### config.mk
export PLATFORM = sky130hd
export DESIGN_NAME = ns_mode_controller_flat
export DESIGN_NICKNAME = d
export VERILOG_FILES = /design/src/rtl/ns_mode_controller_pkg.sv /design/src/rtl/ns_mode_controller_if.sv /design/src/rtl/ns_mode_controller_strobe_gen.sv /design/src/rtl/ns_mode_controller.sv /design/src/flat_wrapper.sv
export SDC_FILE = /design/constraint.sdc
export NUM_CORES = 1
export LEC_CHECK = 0
export BUFFER_PORTS_ARGS = -buffer_cell sky130_fd_sc_hd__buf_4
export CAP_MARGIN = 10
export CORE_AREA = 8 8 137 139
export CTS_CLUSTER_SIZE = 12
export DETAILED_ROUTE_END_ITERATION = 16
export DIE_AREA = 0 0 145 147
export GPL_TIMING_DRIVEN = 0
export SLEW_MARGIN = 20
export SYNTH_ARGS = -nofsm -noshare
export SYNTH_HDL_FRONTEND = slang
export SYNTH_SLANG_ARGS = --single-unit
### constraint.sdc
create_clock -name CLK_24M -period 2.1 [get_ports CLK_24M]
set_input_delay 0.21 -clock CLK_24M [delete_from_list [all_inputs] [get_ports CLK_24M]]
set_output_delay 0.21 -clock CLK_24M [all_outputs]
set_load 0.005 [all_outputs]
### src/rtl/ns_mode_controller_pkg.sv
`default_nettype none
// ============================================================================
// Module      : ns_ctrl_pkg
// Description : Shared types and constants for the noise-shaper mode
//               controller: feedback mode encoding, config bus addresses,
//               strobe divide ratio and the default HSNR gain helpers.
// Revision    : 1.0 - initial release
// ============================================================================
package ns_ctrl_pkg;

    // Feedback mode. The state bit doubles as the alpha output.
    typedef enum logic [0:0] {
        S_HSNR = 1'b0,
        S_HDR  = 1'b1
    } ns_mode_t;

    // Shadow register addresses on the config bus
    localparam logic CFG_GAIN_POS = 1'b0;
    localparam logic CFG_GAIN_NEG = 1'b1;

    // 24 MHz / 8 = 3 MHz sample strobe
    localparam int STROBE_DIV = 8;

    // Datapath widths
    localparam int DATA_W = 11;
    localparam int GAIN_W = 24;

    // Default positive gain: +2^bits
    function automatic logic signed [GAIN_W-1:0] default_gain_pos(input int bits);
        return $signed(GAIN_W'(1) << bits);
    endfunction

    // Default negative gain: -2^bits
    function automatic logic signed [GAIN_W-1:0] default_gain_neg(input int bits);
        return -default_gain_pos(bits);
    endfunction

endpackage
`default_nettype wire

### src/rtl/ns_mode_controller_if.sv
`default_nettype none
// ============================================================================
// Module      : ns_mode_controller_if
// Description : Register/config bus between the host and the mode controller.
//               master : bus side (drives writes and commit, reads pending)
//               slave  : controller side
//   cfg_we      - shadow register write strobe
//   cfg_addr    - 0 = positive gain, 1 = negative gain
//   cfg_wdata   - signed write data
//   cfg_commit  - request shadow -> active transfer at the next strobe
//   cfg_pending - commit requested, not yet applied
// Revision    : 1.0 - initial release
// ============================================================================
interface ns_mode_controller_if;
    import ns_ctrl_pkg::*;

    logic                     cfg_we;
    logic                     cfg_addr;
    logic signed [GAIN_W-1:0] cfg_wdata;
    logic                     cfg_commit;
    logic                     cfg_pending;

    modport master (
        output cfg_we,
        output cfg_addr,
        output cfg_wdata,
        output cfg_commit,
        input  cfg_pending
    );

    modport slave (
        input  cfg_we,
        input  cfg_addr,
        input  cfg_wdata,
        input  cfg_commit,
        output cfg_pending
    );

endinterface
`default_nettype wire

### src/rtl/ns_mode_controller_strobe_gen.sv
`default_nettype none
// ============================================================================
// Module      : ns_strobe_gen
// Description : Free-running divide-by-DIV counter. enable_3M is high for one
//               clock whenever the counter sits at its terminal count.
//   CLK_24M   - clock
//   reset     - asynchronous, active-low reset
//   enable_3M - one-cycle strobe every DIV clocks
// Revision    : 1.0 - initial release
// ============================================================================
module ns_strobe_gen #(
    parameter int DIV = 8
) (
    input  wire  CLK_24M,
    input  wire  reset,
    output logic enable_3M
);

    localparam int CNT_W = $clog2(DIV);

    logic [CNT_W-1:0] r_cnt;

    always_ff @(posedge CLK_24M or negedge reset) begin
        if (!reset) begin
            r_cnt <= '0;
        end else if (r_cnt == CNT_W'(DIV - 1)) begin
            r_cnt <= '0;
        end else begin
            r_cnt <= r_cnt + CNT_W'(1);
        end
    end

    // Decoded straight from the counter so the strobe lines up with the
    // cycle in which the counter reads DIV-1.
    assign enable_3M = (r_cnt == CNT_W'(DIV - 1));

endmodule
`default_nettype wire

### src/rtl/ns_mode_controller.sv
`default_nettype none
// ============================================================================
// Module      : ns_mode_controller
// Description : Sequencer and configuration controller for the fifth-order
//               noise shaper. Generates the 3 MHz sample strobe, selects
//               HSNR/HDR feedback with attack/release hysteresis, and holds
//               the HSNR gains behind a shadow/commit register pair.
//   CLK_24M              - sole clock
//   reset                - asynchronous, active-low reset
//   data_i               - signed shaper input, sampled on strobe cycles
//   cfg                  - config bus (slave side)
//   enable_3M            - one-cycle strobe every 8th clock
//   alpha                - 0 = HSNR, 1 = HDR
//   HSNR_offset_gain_pos - active positive gain
//   HSNR_offset_gain_neg - active negative gain
//   mode_change          - one-cycle pulse when alpha toggles
// Revision    : 1.0 - initial release
// ============================================================================
module ns_mode_controller
    import ns_ctrl_pkg::*;
#(
    parameter int NR_SIG_PATH_BITS = 21,
    parameter int ATTACK_THR       = 768,
    parameter int RELEASE_THR      = 256,
    parameter int ATTACK_SAMPLES   = 2,
    parameter int RELEASE_SAMPLES  = 4096
) (
    input  wire                       CLK_24M,
    input  wire                       reset,
    input  wire signed [DATA_W-1:0]   data_i,
    ns_mode_controller_if.slave       cfg,
    output logic                      enable_3M,
    output logic                      alpha,
    output logic signed [GAIN_W-1:0]  HSNR_offset_gain_pos,
    output logic signed [GAIN_W-1:0]  HSNR_offset_gain_neg,
    output logic                      mode_change
);

    localparam int ATK_W = $clog2(ATTACK_SAMPLES + 1);
    localparam int REL_W = $clog2(RELEASE_SAMPLES + 1);

    localparam logic [ATK_W-1:0] c_ATK_MAX = {ATK_W{1'b1}};
    localparam logic [REL_W-1:0] c_REL_MAX = {REL_W{1'b1}};

    localparam logic signed [GAIN_W-1:0] c_DEF_POS = default_gain_pos(NR_SIG_PATH_BITS);
    localparam logic signed [GAIN_W-1:0] c_DEF_NEG = default_gain_neg(NR_SIG_PATH_BITS);

    logic              w_strobe;
    logic [DATA_W-1:0] w_mag;
    logic              w_loud;
    logic              w_quiet;

    ns_mode_t          r_state;
    logic [ATK_W-1:0]  r_atk_cnt;
    logic [REL_W-1:0]  r_rel_cnt;
    logic              r_mode_change;

    logic signed [GAIN_W-1:0] r_shadow_pos;
    logic signed [GAIN_W-1:0] r_shadow_neg;
    logic signed [GAIN_W-1:0] r_active_pos;
    logic signed [GAIN_W-1:0] r_active_neg;
    logic                     r_cfg_pending;

    // ------------------------------------------------------------------
    // Sample strobe
    // ------------------------------------------------------------------
    ns_strobe_gen #(
        .DIV       (STROBE_DIV)
    ) u_strobe_gen (
        .CLK_24M   (CLK_24M),
        .reset     (reset),
        .enable_3M (w_strobe)
    );

    // ------------------------------------------------------------------
    // Magnitude: treated as unsigned so -1024 becomes 1024 rather than
    // wrapping back to a negative value.
    // ------------------------------------------------------------------
    assign w_mag   = data_i[DATA_W-1] ? $unsigned(-data_i) : $unsigned(data_i);
    assign w_loud  = (int'(w_mag) >= ATTACK_THR);
    assign w_quiet = (int'(w_mag) <  RELEASE_THR);

    // ------------------------------------------------------------------
    // Mode FSM with hysteresis counters
    // ------------------------------------------------------------------
    always_ff @(posedge CLK_24M or negedge reset) begin
        if (!reset) begin
            r_state       <= S_HDR;
            r_atk_cnt     <= '0;
            r_rel_cnt     <= '0;
            r_mode_change <= 1'b0;
        end else begin
            r_mode_change <= 1'b0;
            if (w_strobe) begin
                case (r_state)
                    S_HSNR: begin
                        if (w_loud) begin
                            if (int'(r_atk_cnt) + 1 == ATTACK_SAMPLES) begin
                                r_state       <= S_HDR;
                                r_atk_cnt     <= '0;
                                r_rel_cnt     <= '0;
                                r_mode_change <= 1'b1;
                            end else if (r_atk_cnt != c_ATK_MAX) begin
                                r_atk_cnt <= r_atk_cnt + ATK_W'(1);
                            end
                        end else begin
                            r_atk_cnt <= '0;
                        end
                    end
                    S_HDR: begin
                        if (w_quiet) begin
                            if (int'(r_rel_cnt) + 1 == RELEASE_SAMPLES) begin
                                r_state       <= S_HSNR;
                                r_atk_cnt     <= '0;
                                r_rel_cnt     <= '0;
                                r_mode_change <= 1'b1;
                            end else if (r_rel_cnt != c_REL_MAX) begin
                                r_rel_cnt <= r_rel_cnt + REL_W'(1);
                            end
                        end else begin
                            r_rel_cnt <= '0;
                        end
                    end
                    default: begin
                        r_state <= S_HDR;
                    end
                endcase
            end
        end
    end

    // ------------------------------------------------------------------
    // Config registers. Writes land in the shadows on any cycle; the
    // active pair only moves on a strobe edge that already sees pending,
    // so a commit raised on a strobe cycle waits for the next strobe and
    // the datapath never sees a half-updated gain pair.
    // ------------------------------------------------------------------
    always_ff @(posedge CLK_24M or negedge reset) begin
        if (!reset) begin
            r_shadow_pos  <= c_DEF_POS;
            r_shadow_neg  <= c_DEF_NEG;
            r_active_pos  <= c_DEF_POS;
            r_active_neg  <= c_DEF_NEG;
            r_cfg_pending <= 1'b0;
        end else begin
            if (cfg.cfg_we) begin
                if (cfg.cfg_addr == CFG_GAIN_NEG) begin
                    r_shadow_neg <= cfg.cfg_wdata;
                end else begin
                    r_shadow_pos <= cfg.cfg_wdata;
                end
            end

            if (w_strobe && r_cfg_pending) begin
                r_active_pos  <= r_shadow_pos;
                r_active_neg  <= r_shadow_neg;
                r_cfg_pending <= 1'b0;
            end else if (cfg.cfg_commit) begin
                r_cfg_pending <= 1'b1;
            end
        end
    end

    assign enable_3M            = w_strobe;
    assign alpha                = (r_state == S_HDR);
    assign mode_change          = r_mode_change;
    assign HSNR_offset_gain_pos = r_active_pos;
    assign HSNR_offset_gain_neg = r_active_neg;
    assign cfg.cfg_pending      = r_cfg_pending;

endmodule
`default_nettype wire

### src/flat_wrapper.sv
// flat-port wrapper written by rule: the top's interface ports become plain ports
module ns_mode_controller_flat import ns_ctrl_pkg::*;
#(
    parameter int NR_SIG_PATH_BITS = 21,
    parameter int ATTACK_THR       = 768,
    parameter int RELEASE_THR      = 256,
    parameter int ATTACK_SAMPLES   = 2,
    parameter int RELEASE_SAMPLES  = 4096
)
  (CLK_24M, reset, data_i, enable_3M, alpha, HSNR_offset_gain_pos, HSNR_offset_gain_neg, mode_change, cfg_cfg_we, cfg_cfg_addr, cfg_cfg_wdata, cfg_cfg_commit, cfg_cfg_pending);
  ns_mode_controller_if cfg_i ();
  input  wire CLK_24M;
  input  wire reset;
  input  wire signed [DATA_W-1:0] data_i;
  output logic enable_3M;
  output logic alpha;
  output logic signed [GAIN_W-1:0] HSNR_offset_gain_pos;
  output logic signed [GAIN_W-1:0] HSNR_offset_gain_neg;
  output logic mode_change;
  input wire logic [$bits(cfg_i.cfg_we)-1:0] cfg_cfg_we;
  input wire logic [$bits(cfg_i.cfg_addr)-1:0] cfg_cfg_addr;
  input wire logic [$bits(cfg_i.cfg_wdata)-1:0] cfg_cfg_wdata;
  input wire logic [$bits(cfg_i.cfg_commit)-1:0] cfg_cfg_commit;
  output wire logic [$bits(cfg_i.cfg_pending)-1:0] cfg_cfg_pending;
  assign cfg_i.cfg_we = cfg_cfg_we;
  assign cfg_i.cfg_addr = cfg_cfg_addr;
  assign cfg_i.cfg_wdata = cfg_cfg_wdata;
  assign cfg_i.cfg_commit = cfg_cfg_commit;
  assign cfg_cfg_pending = cfg_i.cfg_pending;
  ns_mode_controller #(.NR_SIG_PATH_BITS(NR_SIG_PATH_BITS), .ATTACK_THR(ATTACK_THR), .RELEASE_THR(RELEASE_THR), .ATTACK_SAMPLES(ATTACK_SAMPLES), .RELEASE_SAMPLES(RELEASE_SAMPLES)) u_core (.CLK_24M(CLK_24M), .reset(reset), .data_i(data_i), .cfg(cfg_i), .enable_3M(enable_3M), .alpha(alpha), .HSNR_offset_gain_pos(HSNR_offset_gain_pos), .HSNR_offset_gain_neg(HSNR_offset_gain_neg), .mode_change(mode_change));
endmodule
==> results of run 1 <==
-- stage by stage --
step                      util [%]  setup TNS, ns  cell area (um2)  hold WS [ns]
final                         40.2              0             6740        0.0335
after CTS                     40.0              0             6710        0.0141
after global routing          40.2        -0.0591             6740        0.0163
after floorplan                  -              0             4910       -0.0856
after global placement        35.0         -15.13             5870         0.415
after detailed placement      35.2         -17.56             5900         0.162
-- Yosys cell counts, types with 3 or more instances --
| cell type | number | area, um2 |
|---|---|---|
| a21oi_1 | 4 | 20.0 |
| o21ai_0 | 12 | 60.1 |
| nor2_1 | 10 | 37.5 |
| dfstp_2 | 9 | 236 |
| dfrtp_1 | 108 | 2700 |
| nor3_1 | 6 | 30.0 |
| ha_1 | 3 | 37.5 |
| clkbuf_1 | 11 | 41.3 |
| nor2b_1 | 3 | 18.8 |
| nor4_1 | 5 | 31.3 |
| nand2_1 | 14 | 52.6 |
| o22a_1 | 4 | 35.0 |
| a22o_1 | 7 | 61.3 |
| nand3_1 | 8 | 40.0 |
| mux2_2 | 99 | 1110 |
| nand4_1 | 3 | 18.8 |
| inv_1 | 3 | 11.3 |
| clkbuf_8 | 3 | 41.3 |
-- metal layers --
| metal | GRT usage, % | part of all wire (%) |
|---|---|---|
| met5 | 0 | 0 |
| met3 | 4.71 | 7.5 |
| met2 | 18.0 | 49 |
| met4 | 5.21 | 1.7 |
| met1 | 12.7 | 42 |
-- timing repair --
action	CTS	global route
endpoints found under the setup margin	65	26
buffers inserted	6	1
endpoints found under the hold margin	44	0
pin swaps	3	6
hold buffers	1	0
gates resized for setup	27	11
-- worst max path at each step --
stage,startpoint,to,slack [ns],cells after the start
after floorplan,u_core.r_rel_cnt[3]$_DFFE_PN0P_,u_core.r_rel_cnt[0]$_DFFE_PN0P_,0.02,7
after global placement,u_core.u_strobe_gen.r_cnt[0]$_DFF_PN0_,u_core.HSNR_offset_gain_pos[5]$_DFFE_PN0P_,-0.55,6
after detailed placement,u_core.u_strobe_gen.r_cnt[0]$_DFF_PN0_,u_core.HSNR_offset_gain_pos[18]$_DFFE_PN0P_,-0.60,6
after CTS,u_core.r_rel_cnt[7]$_DFFE_PN0P_,u_core.r_rel_cnt[0]$_DFFE_PN0P_,0.01,7
after global routing,u_core.u_strobe_gen.r_cnt[0]$_DFF_PN0_,u_core.r_rel_cnt[0]$_DFFE_PN0P_,-0.05,7
final,u_core.r_rel_cnt[0]$_DFFE_PN0P_,u_core.r_rel_cnt[0]$_DFFE_PN0P_,0.04,8
-- flip-flops by register name, summed over array words and instances, names as in the netlist --
name / cells
u_core.u_strobe_gen.r_cnt: 3
u_core.r_atk_cnt: 2
u_core.r_shadow_neg: 24
u_core.HSNR_offset_gain_neg: 24
u_core.r_shadow_pos: 24
u_core.mode_change: 1
u_core.r_rel_cnt: 13
u_core.HSNR_offset_gain_pos: 24
u_core.alpha: 1
u_core.cfg.cfg_pending: 1
-- area by class of cell --
type                            count  area (um2)
Buffer                             16         109
Multi-Input combinational cell    212        1960
Timing Repair Buffer              100         781
Clock inverter                     12         203
Sequential cell                   117        2950
Inverter                            3        15.0
Tap cell                          225         282
Fill cell                        1596       10000
Clock buffer                       20         447
-- power groups by stage --
stage	Combinational, uW	Clock (uW)	Sequential [uW]
3_3_place_gp	691	0	2740
3_5_place_dp	720	0	2750
4_1_cts	731	3260	2720
6_report	706	3180	2720
2_1_floorplan	296	0	2720
5_1_grt	782	3360	2760
-- worst max-delay path, cell delays in order (launching register included) --
cell and delay (ns):
dfrtp_2 0.42, ha_4 0.17, nand2_4 0.09, nor3_4 0.23
mux2_4 0.34, a211oi_4 0.17, buf_6 0.17, nor3_4 0.05
mux2_2 0.29
-- cell families (layout without fill, tap and decap cells) --
family / Yosys count / in the layout
DFF: 117 / 117
adders and majority gates: 3 / 3
buffers and inverters: 19 / 151
and+or+nand+nor: 63 / 63
muxes: 101 / 101
AOI/OAI and AO/OA: 43 / 43
xor gates and xnor gates: 2 / 2
==> impl_results.md, run 1 <==
- Setup ws final: 0.0399 ns
- Crit-path max FO: 7
- Mapped Nets: 391
- Worst R2R Path Depth: 8
- Post-synthesis xor/xnor area fraction: 0.357%
- RSZ-0062 raised after global routing: true
- P_int: 5150 uW
- Maximum VDD drop: 0.513 mV
- Vert. Die Dim: 147 um
- Period utilization: 98.1%
- Worst Hold Class: in2reg
- First-pass GRT wire length: 19100 um
- Vias in the first global route: 3603
- Hold endpoint: u_core.r_shadow_neg[6]$_DFFE_PN0P_
- Simple-gate share of the synthesized area: 7.34%
- Antenna viol nets, final: 0
- RD Place Congestion: 0.812
- CP Capture Type: register
- # diodes: 0
- Drt pass-1 iters: 5
- Most common cell after layout, fill and taps aside: dfrtp_1
- Initial antenna violation count: 0
- Post-Syn Area: 4910 um2
- Combinational share of power: 10.7%
- Mapped Cells: 348
- Worst Min Path Start: cfg_cfg_wdata[6]
- Sw Share: 22.0%
- Reg2reg setup slack: 0.04 ns
- Worst hold path cell count: 2
- Routed WL: 11400 um
- Max Cap Viol: 0
- Die footprint: 21300 um2
- Fin cells: 705
- Core area: 16800 um2
- DP HPWL: 8070 um
- Longest Clk Path Bufs: 2
- Synthesized area per cell: 14.1 um2
- Total gr overflow: 0
- Slew headroom: 43.4%
- Post-synthesis cell type count: 48
- Number of buffers created by CTS: 17
- Worst r2r src: u_core.r_rel_cnt[0]$_DFFE_PN0P_
- Status: completed
- DRC: 0
- Post-synth EDFFs: 0
- Yosys warnings: 0
- Pleak: 0.00300 uW
- # clock sinks: 117
- Nets: 510
- Pre-CTS setup slack: -0.599 ns
- Post-DR vias/cell: 4.68
- Register share of total power: 41.1%
- Largest net degree at the start of global routing: 74
- Inst Count DP: 665
- Tmin final: 2.06 ns
- Final slew viol count: 0
- Most frequent cells in the layout: 103 x dfrtp_1, 98 x mux2_2, 97 x buf_4
- CTS tree: built
- Fmax: 0.485 GHz
- Total GRT Usage: 11.2%
- Clock power share: 48.2%
- Clock Latency Late Sink: 0.42 ns
- Tot Pwr: 6610 uW
- CP Class: reg2reg
- Max Clock Skew: 0.0126 ns
- Fin. Hold Viols: 0
- Worst R2R End: u_core.r_rel_cnt[0]$_DFFE_PN0P_
- I/O Pins: 92
- Vias: 3297
- Rows: 48
- Iter 0 DRT Violations: 173
- Data required, critical path: 2.39 ns
- Most used DFF post-synth: dfrtp_1
- Initial Util: 29.3%
- Die width: 145 um
- CTS clk-pin slew, worst paths: 0.06 ns
- Wire per inst: 16.2 um
- Post-synthesis sequential area ratio: 59.9%
- Area delta synth->final: 37.3%
- Layout cell share with drive strength beyond 1: 56.5%
- Critical Path Start Type: register
- Largest family of logic cells by synthesized area: multiplexers
- Root buf cell: clkbuf_16
- Adder-cell share of the synthesized area: 0.765%
- Port Buffer Count: 91
- Worst slew pin tran: 0.843 ns
- Psw: 1460 uW
- Fraction of registers with async set/reset: 100%
- H-Tree Level Count: 4
- P per Cell Area: 981 nW/um2
- Crit path DAT: 2.35 ns
- Register bit total from synthesis: 117
- Finish-stage setup viols: 0
- Mux cell area share after synthesis: 23.1%
- Compound-cell area share of the yosys netlist: 6.43%
Note: power is estimated with default switching activity, not from simulation.
==> run 2, diff against run 1 <==
--- a/config.mk
+++ b/config.mk
@@ -12,6 +12,7 @@
 export DETAILED_ROUTE_END_ITERATION = 16
 export DIE_AREA = 0 0 145 147
 export GPL_TIMING_DRIVEN = 0
+export PLACE_DENSITY_LB_ADDON = 0.15
 export SLEW_MARGIN = 20
 export SYNTH_ARGS = -nofsm -noshare
 export SYNTH_HDL_FRONTEND = slang
==> impl_results.md, run 2 (synthesized netlist as in run 1, its figures left out) <==
- Status: completed (unchanged)
- Crit path DAT: 2.34 ns (was 2.35 ns)
- Finish-stage setup viols: 0 (unchanged)
- Reg2reg setup slack: 0.05 ns (was 0.04 ns)
- P per Cell Area: 950 nW/um2 (was 981 nW/um2)
- Total GRT Usage: 11.7% (was 11.2%)
- Post-DP Area: 5900 um2 (unchanged)
- CTS tree: built (unchanged)
- Crit-path max FO: 7 (unchanged)
- Critical Path Start: u_core.r_rel_cnt[0]$_DFFE_PN0P_ (unchanged)
- Worst R2R End: u_core.r_rel_cnt[0]$_DFFE_PN0P_ (unchanged)
- Crit-path max cell delay: 0.41 ns (was 0.42 ns)
- Pre-CTS setup slack: -0.742 ns (was -0.599 ns)
- I/O Pins: 92 (unchanged)
- WHS: 0.0316 ns (was 0.0335 ns)
- # diodes: 0 (unchanged)
- Largest net degree at the start of global routing: 64 (was 74)
- Final Cell Area: 6790 um2 (was 6740 um2)
- Setup crit end: u_core.r_rel_cnt[0]$_DFFE_PN0P_ (unchanged)
- Clock Latency Late Sink: 0.42 ns (about the same)
- Rows: 48 (unchanged)
- Worst R2R Path Depth: 8 (unchanged)
- Port Buffer Count: 91 (unchanged)
- RD Place Congestion: 0.737 (was 0.812)
- Nets: 519 (was 510)
- Iter 0 DRT Violations: 112 (was 173)
- Worst Min Path Start: cfg_cfg_commit (was cfg_cfg_wdata[6])
- Worst hold path cell count: 2 (unchanged)
- Drt pass-1 iters: 4 (was 5)
- Initial antenna violation count: 0 (unchanged)
- Most used cell, CP: nor3_4 (unchanged)
- Setup ws final: 0.0525 ns (was 0.0399 ns)
- CTS clk-pin slew, worst paths: 0.06 ns (about the same)
- Root buf cell: clkbuf_16 (unchanged)
- Vias: 3244 (was 3297)
- CP max-delay cell: dfrtp_2 (unchanged)
- CP cell instances: ha_4 -> nand2_4 -> nor3_4 -> mux2_4 -> a211oi_4 -> buf_6 -> nor3_4 -> mux2_2 (unchanged)
- Critical Path Start Type: register (unchanged)
- Die width: 145 um (unchanged)
- Longest Clk Path Bufs: 2 (unchanged)
- Family with the most delay on the worst path: multiplexers (unchanged)
- Worst slew pin tran: 0.828 ns (was 0.843 ns)
- Routed WL: 11800 um (was 11400 um)
- Buf+Inv Stages, Crit Path: 1 (unchanged)
- Core area: 16800 um2 (unchanged)
- CP Capture Type: register (unchanged)
- Final slew viol count: 0 (unchanged)
- DP HPWL: 8110 um (was 8070 um)
- Slew headroom: 44.4% (was 43.4%)
- First-pass GRT wire length: 19300 um (was 19100 um)
- Antenna viol nets, final: 0 (unchanged)
- CP Class: reg2reg (unchanged)
- Period utilization: 97.5% (was 98.1%)
- Wire per inst: 16.5 um (was 16.2 um)
- Post-DR vias/cell: 4.54 (was 4.68)
- Maximum VDD drop: 0.486 mV (was 0.513 mV)
- # clock sinks: 117 (unchanged)
- Vert. Die Dim: 147 um (unchanged)
- Fin. Hold Viols: 0 (unchanged)
- Max Clock Skew: 0.00675 ns (was 0.0126 ns)
- Tmin final: 2.05 ns (was 2.06 ns)
- Number of buffers created by CTS: 17 (unchanged)
- Worst Hold Class: in2reg (unchanged)
- H-Tree Level Count: 4 (unchanged)
- Most common cell after layout, fill and taps aside: buf_4 (was dfrtp_1)
- Total gr overflow: 0 (unchanged)
- TNS Setup: 0 ns (unchanged)
- DRC: 0 (unchanged)
- Most frequent cells in the layout: 104 x buf_4, 102 x dfrtp_1, 98 x mux2_2 (was 103 x dfrtp_1, 98 x mux2_2, 97 x buf_4)
- Pleak: 0.00303 uW (was 0.00300 uW)
- Worst r2r src: u_core.r_rel_cnt[0]$_DFFE_PN0P_ (unchanged)
- Vias in the first global route: 3558 (was 3603)
- Layout cell share with drive strength beyond 1: 58.1% (was 56.5%)
- Fmax: 0.488 GHz (was 0.485 GHz)
- Area delta synth->final: 38.3% (was 37.3%)
- Initial Util: 29.3% (unchanged)
- Max Cap Viol: 0 (unchanged)
- Data required, critical path: 2.39 ns (about the same)
- Die footprint: 21300 um2 (unchanged)
- Worst path depth: 8 (unchanged)
==> run 2: cell count changes in the layout (fill, tap and decap cells not counted), sizes merged <==
| cell | before | now |
|---|---|---|
| buf | 102 | 111 |
| clkinvlp | 2 | 5 |
| bufinv | 5 | 3 |
| clkinv | 5 | 3 |
| clkbuf | 33 | 34 |
==> run 2: where the power goes <==
part | switching (uW) | internal (uW)
Combinational | 249 | 449
Sequential | 152 | 2560
Clock | 1050 | 1990
==> run 2: worst register-to-register path: stages (launching register included) <==
cell	delay, ns
dfrtp_2	0.41
ha_4	0.16
nand2_4	0.09
nor3_4	0.24
mux2_4	0.33
a211oi_4	0.20
buf_6	0.16
nor3_4	0.05
mux2_2	0.29
==> run 2: metal layers <==
layer  global-route usage [%]  routed length (um)
met1                     13.3                5020
met2                     18.9                5990
met3                     4.98                 638
met4                     4.73                 134
met5                        0                   0
==> run 2: worst min-delay path by stage <==
stage                     slack [ns]                                          end
after floorplan                -0.09   u_core.HSNR_offset_gain_neg[0]$_DFFE_PN0P_
final                           0.03           u_core.cfg.cfg_pending$_DFFE_PN0P_
after detailed placement        0.20  u_core.HSNR_offset_gain_neg[19]$_DFFE_PN0P_
after global placement          0.41       u_core.u_strobe_gen.r_cnt[0]$_DFF_PN0_
after CTS                       0.01           u_core.cfg.cfg_pending$_DFFE_PN0P_
after global routing            0.02          u_core.r_shadow_pos[11]$_DFFE_PN0P_
==> run 2: per-stage QoR <==
step	utilization, %	instances	total power (uW)
after global placement	35.0	664	3440
after floorplan	-	348	3020
after global routing	40.5	714	6760
after detailed placement	35.2	665	3470
final	40.5	714	6450
after CTS	39.8	705	6560
==> run 2: layout make-up <==
cell class,instances,area (um2)
fill,1597,9970
clock buffer,21,480
inverter,3,15.0
sequential,117,2950
timing repair buffer,109,852
multi-input combinational,212,1950
clock inverter,11,148
tap,225,282
buffer,16,113
==> run 2: repair_timing <==
action	CTS	global route
pin swaps	3	6
endpoints found under the setup margin	65	25
resized for setup	22	19
buffers inserted	7	9
hold buffers	1	0
endpoints found under the hold margin	54	0
